`config.mk`:
```
export PLATFORM = sky130hd
export DESIGN_NAME = issue_scheduler
export DESIGN_NICKNAME = d
export VERILOG_FILES = /design/src/rtl/issue_scheduler.sv
export SDC_FILE = /design/constraint.sdc
export NUM_CORES = 1
export LEC_CHECK = 0
export BUFFER_PORTS_ARGS = -buffer_cell sky130_fd_sc_hd__buf_2
export CAP_MARGIN = 10
export CORE_AREA = 2 2 60 48
export CTS_CLUSTER_SIZE = 28
export DETAILED_ROUTE_END_ITERATION = 8
export DIE_AREA = 0 0 62 50
export GPL_TIMING_DRIVEN = 1
export PLACE_DENSITY_LB_ADDON = 0.25
export SLEW_MARGIN = 20
export SYNTH_ARGS = -nofsm -noshare
export SYNTH_HDL_FRONTEND = slang
export SYNTH_SLANG_ARGS = --single-unit
```
`constraint.sdc`:
```
create_clock -name clk -period 1.3 [get_ports clk]
set_input_delay 0.065 -clock clk [delete_from_list [all_inputs] [get_ports clk]]
set_output_delay 0.065 -clock clk [all_outputs]
set_load 0.01 [all_outputs]
```
`src/rtl/issue_scheduler.sv`:
```
// Dual-issue sequencer: splits an intra-pair dependent decode pair across two cycles.
// Optional performance counters are built only when ISSUE_PERF_CNT_EN is defined.
module issue_scheduler #(
  parameter int REG_ADDR_W = 5,
  parameter int CNT_W      = 32
) (
  input  logic                  clk,
  input  logic                  rst_n,
  input  logic                  valid_d1,
  input  logic                  valid_d2,
  input  logic [REG_ADDR_W-1:0] rd_d1,
  input  logic [REG_ADDR_W-1:0] rd_d2,
  input  logic                  regwrite_d1,
  input  logic                  regwrite_d2,
  input  logic [REG_ADDR_W-1:0] rs1_d2,
  input  logic [REG_ADDR_W-1:0] rs2_d2,
  input  logic                  uses_rs1_d2,
  input  logic                  uses_rs2_d2,
  input  logic                  stall_ext,
  input  logic                  flush,
  output logic                  issue1,
  output logic                  issue2,
  output logic                  hold_fetch,
  output logic                  split_active,
  output logic [CNT_W-1:0]      pair_cnt,
  output logic [CNT_W-1:0]      split_cnt
);

  typedef enum logic {
    PAIR  = 1'b0,
    SPLIT = 1'b1
  } state_t;

  state_t r_state;
  state_t w_state_nxt;
  logic   w_raw1;
  logic   w_raw2;
  logic   w_waw;
  logic   w_dep;
  logic   w_enter_split;

  assign w_raw1 = uses_rs1_d2 & (rs1_d2 == rd_d1);
  assign w_raw2 = uses_rs2_d2 & (rs2_d2 == rd_d1);
  assign w_waw  = regwrite_d2 & (rd_d2 == rd_d1);
  assign w_dep  = valid_d1 & valid_d2 & regwrite_d1 & (rd_d1 != '0)
                & (w_raw1 | w_raw2 | w_waw);

  always_comb begin
    issue1        = 1'b0;
    issue2        = 1'b0;
    hold_fetch    = 1'b0;
    w_state_nxt   = r_state;
    w_enter_split = 1'b0;
    case (r_state)
      PAIR: begin
        if (flush) begin
          w_state_nxt = PAIR;
        end else if (stall_ext) begin
          hold_fetch = 1'b1;
        end else if (w_dep) begin
          issue1        = 1'b1;
          hold_fetch    = 1'b1;
          w_state_nxt   = SPLIT;
          w_enter_split = 1'b1;
        end else begin
          issue1 = valid_d1;
          issue2 = valid_d2;
        end
      end
      SPLIT: begin
        // Slot 1 already left; decode is frozen so slot 2 is still presented.
        if (flush) begin
          w_state_nxt = PAIR;
        end else if (stall_ext) begin
          hold_fetch = 1'b1;
        end else begin
          issue2      = valid_d2;
          w_state_nxt = PAIR;
        end
      end
      default: w_state_nxt = PAIR;
    endcase
  end

  always_ff @(posedge clk or negedge rst_n) begin
    if (!rst_n) begin
      r_state <= PAIR;
    end else begin
      r_state <= w_state_nxt;
    end
  end

  assign split_active = (r_state == SPLIT);

`ifdef ISSUE_PERF_CNT_EN
  logic [CNT_W-1:0] r_pair_cnt;
  logic [CNT_W-1:0] r_split_cnt;

  // Both counters saturate at all-ones rather than wrapping.
  always_ff @(posedge clk or negedge rst_n) begin
    if (!rst_n) begin
      r_pair_cnt  <= '0;
      r_split_cnt <= '0;
    end else begin
      if (issue1 && issue2 && (r_pair_cnt != '1)) begin
        r_pair_cnt <= r_pair_cnt + CNT_W'(1);
      end
      if (w_enter_split && (r_split_cnt != '1)) begin
        r_split_cnt <= r_split_cnt + CNT_W'(1);
      end
    end
  end

  assign pair_cnt  = r_pair_cnt;
  assign split_cnt = r_split_cnt;
`else
  assign pair_cnt  = '0;
  assign split_cnt = '0;
`endif

endmodule

```
# After elaboration in Yosys (flattened, before gate mapping)
# Index checks and enable logic that the tools add are counted.
[op_classes]
n_bitwise = 10
multipliers = 0
addsub = 0
n_shift = 0
reduce_logical = 1
div = 0
order_cmp = 0
eq_ne = 3
n_mux = 19
[op_table]
columns = ["op", "count"]
rows = [
  ["$mux W1", 16],
  ["$eq A5 B5 Y1", 3],
  ["$and A1 B1 Y1", 7],
  ["$pmux W1 S2", 3],
  ["$reduce_bool A5 Y1", 1],
  ["$or A1 B1 Y1", 2],
  ["$not A1 Y1", 1],
]
[word_totals]
latchBits = 0
register_bits = 1
output_inout_bits = 68
wordCells = 34
ramBits = 0
mem_bits_ro = 0
in_bits = 30
memories = 0

# Longest topological paths before layout
[logic_depth]
word_depth = 9
depth_mapped = 5

# Worst setup path before layout
# No wires, ideal clock.
[synth_timing]
kind = "register to output"
from = "register r_state (netlist: split_active)"
to = "output port hold_fetch"
stages_incl_launch_ff = 5
path_slack_ns = 0.155
n_path_buf = 0
required_time_ns = 1.235
t_arrival_ns = 1.080
path_cell_list = "dfrtp_1 > nand4b_1 > a21oi_1 > o31ai_2 > a21oi_1"
[synth_via]
elab_chain_cells = 2
[synth_rtl]
columns = ["element", "line_no", "text"]
rows = [
  ["from (decl)", "34", "state_t r_state;"],
  ["from (signal assigned)", "89", "r_state <= w_state_nxt;"],
  ["$not A1 Y1", "-", ""],
  ["$pmux W1 S2 *", "54", "case (r_state)"],
  ["to (decl)", "23", "output logic hold_fetch,"],
]
# Mark *: on every way between the ends. The rest lies on a longest branch, timed or not.

# Worst setup path after layout
[layout_timing]
from = "input port rd_d1[1]"
to = "output port issue2"
[layout_via]
elab_chain_cells = 9
elab_cells_between_ends = 15
cone_classes = "eq/ne: 3; mux: 4; bitwise: 7; reduce/logical: 1"
[layout_rtl]
columns = ["element", "line_no", "text"]
rows = [
  ["from (decl)", "11", "input logic [REG_ADDR_W-1:0] rd_d1,"],
  ["$eq A5 B5 Y1, on equally long branches", "42, 43", ""],
  ["$and A1 B1 Y1, on equally long branches", "42, 43", ""],
  ["$or A1 B1 Y1 (2 in series)", "46", "& (w_raw1 | w_raw2 | w_waw);"],
  ["$and A1 B1 Y1 *", "46", ""],
  ["$mux W1 *", "60", "end else if (w_dep) begin"],
  ["$mux W1 *", "58", "end else if (stall_ext) begin"],
  ["$mux W1 *", "56", "if (flush) begin"],
  ["$pmux W1 S2 *", "54", ""],
  ["to (decl)", "22", "output logic issue2,"],
]
# Marked as above.

==> results by group <==
Setup path
  – Crit path to: issue2
  – Critical R2R Launch: split_active
  – Worst setup SP type: primary input
  – Worst reg2reg path depth: 5
  – R2r endpoint: split_active
  – CP max FO: 3
  – R2r setup slk: 0.14 ns
  – Data required time of the worst path: 1.24 ns
  – Crit path kind: primary input to primary output
  – Crit path launch: rd_d1[1]
  – WP data arrival: 1.24 ns
  – CP Capture Type: primary output

Status
  – Outcome: finished, violations left
  – Failing checks: setup timing

Timing
  – RSZ-0062 raised after global routing: true
  – Final setup fails: 1
  – Final clock skew: 0 ns
  – Final Cycle Share: 1.01
  – Max-slew violation count: 0
  – Fin worst setup slack: -0.00846 ns
  – Peak Freq: 0.764 GHz
  – Final min period: 1.31 ns
  – Setup TNS: -0.00846 ns
  – Hold Vio Cnt, Final: 0

Logic synthesis
  – Synth area leaders: buf_4 (63%), xor2_1 (14%), xnor2_1 (3.4%)
  – Synthesized area: 767 µm²
  – FFs w/ async S/R, synth: 1.00
  – Yosys warnings: 0
  – #FFs+latches synth: 1
  – Yosys top cell by area: buf_4
  – Top-count cell post-synth: buf_4
  – Ys flop type: dfrtp_1
  – Sequential-to-total area share from yosys stat: 0.0326
  – Synth top cells by count: buf_4 (64), xor2_1 (12), and3_1 (4), nor4_1 (3), xnor2_1 (3)
  – EDFF count, synth: 0
  – Mapped Cells: 101
  – Synth top area share: 0.626
  – Avg Cell Area, Syn: 7.59 µm²
  – Yosys cell types: 18

Floorplanning
  – Die Span X: 62 µm
  – Placeable Area: 2500 µm²
  – DIE HEIGHT: 50 µm
  – Die area: 3100 µm²
  – Row cnt: 16
  – Starting Density: 0.307
  – Ports: 98

Layout
  – Filler cells: 279
  – Fin util: 0.356
  – Multi-input gate area: 554 µm²
  – Max FFs per register: 1
  – Register area: 25.0 µm²
  – Diodes inserted: 0
  – Final non-filler cell total: 176
  – Area growth, synth to finish: 16.0%
  – Share of cells above drive strength 1: 0.350
  – Nets@finish: 172
  – Post-route cell area: 890 µm²

Drt
  – # DRC: 0
  – Wire per inst: 8.01 µm
  – Final WL: 1.41 mm
  – Vias/cell: 3.22
  – Detailed Route Iter0 Violations: 18
  – Routed Antenna Nets: 0
  – Vias after detailed routing: 567
  – Drt first pass iters: 4

Power and ir drop
  – Final total power: 0.279 mW
  – Leakage power: 0.527 nW
  – Pwr Density: 314 nW/µm²
  – Worst IR drop on VDD: 106 µV

Global routing
  – First-pass GRT wire length: 1.78 mm
  – All-Layer GR Usage: 0.0725
  – Vias in the first global route: 448
  – Antenna violations before repair: 0
  – Largest net degree at the start of global routing: 5
  – Gr ovfl total: 0

Place
  – Final GP Congestion: 0.684
  – Port bufs: 33
  – DP Cell Count: 175
  – Dpl cell area: 778 µm²
  – Hpwl dp: 1.30 mm

Clock tree
  – Post-CTS setup buffer count: 0
  – Worst-path clk slew: 0 ns
  – Skew-Pair Late Insertion Delay: 0 ns

Worst hold path
  – Hold Path Class: primary input to flip-flop

Run
  – Max-cap violations: 0
==> area by class of cell <==
cell class                 count  share of cell area
sequential                     1              0.0281
tap                           36              0.0506
timing repair buffer          40               0.290
multi-input combinational     97               0.623
inverter                       2             0.00844
==> cells by family after synthesis <==
kind of cell,share of synthesized area
and+or+nand+nor,0.108
AOI/OAI and AO/OA,0.0473
xor gates and xnor gates,0.171
other,0.00489
DFF,0.0326
buffers and inverters,0.636
==> stage by stage <==
step                hold slack, ns  setup slack [ns]
finish                       0.354          -0.00846
global route                 0.395            -0.115
CTS                          0.361           -0.0971
detailed placement          -0.158            -0.192
global placement            -0.157            -0.160
floorplan                   -0.231             0.155
==> power by group <==
part / internal (mW) / leakage [nW] / total, mW / switching [mW]
combinational: 0.0920 / 0.513 / 0.247 / 0.155
clock: 0 / 0 / 0 / 0
sequential: 0.0318 / 0.0140 / 0.0318 / 0.0000430
total: 0.124 / 0.527 / 0.279 / 0.155
==> layout by cell type (no fill, tap or decap), types with 2 or more instances in the layout <==
master | netlist | final
nor4_2 | 0 | 3
conb_1 | 1 | 64
a21oi_1 | 2 | 2
and3_1 | 4 | 4
buf_4 | 64 | 6
buf_2 | 0 | 27
xor2_1 | 12 | 6
xor2_2 | 0 | 6
xnor2_1 | 3 | 3
inv_1 | 2 | 2
buf_6 | 0 | 6
==> how the worst min path moves through the flow <==
stage,start,endpoint,slack (ns),depth (start not counted)
after floorplan,rst_n,split_active,-0.23,0
after global placement,rst_n,split_active,-0.16,1
after detailed placement,rst_n,split_active,-0.16,1
after CTS,stall_ext,split_active,0.36,3
after global routing,stall_ext,split_active,0.40,3
final,stall_ext,split_active,0.35,3
==> worst max-delay path, cell delays in order <==
cell	delay, ns
buf_6	0.10
buf_6	0.12
xor2_2	0.13
nor4_2	0.06
and3_1	0.19
o31ai_2	0.24
and4_1	0.22
buf_2	0.13
==> per-layer routing <==
metal | wire length (µm) | share of wire | GRT usage
met1 | 439 | 0.31 | 0.0981
met2 | 710 | 0.50 | 0.127
met3 | 260 | 0.18 | 0.0105
met4 | 0 | 0 | 0
met5 | 0 | 0 | 0
==> what timing repair did <==
action | 4_1_cts | 5_1_grt
endpoints found under the setup margin | 2 | 3
pin swaps | 6 | 10
resized for setup | 4 | 17
hold buffers | 1 | 0
hold endpoints to repair | 1 | 0
Note: power is estimated with default switching activity, not from simulation.
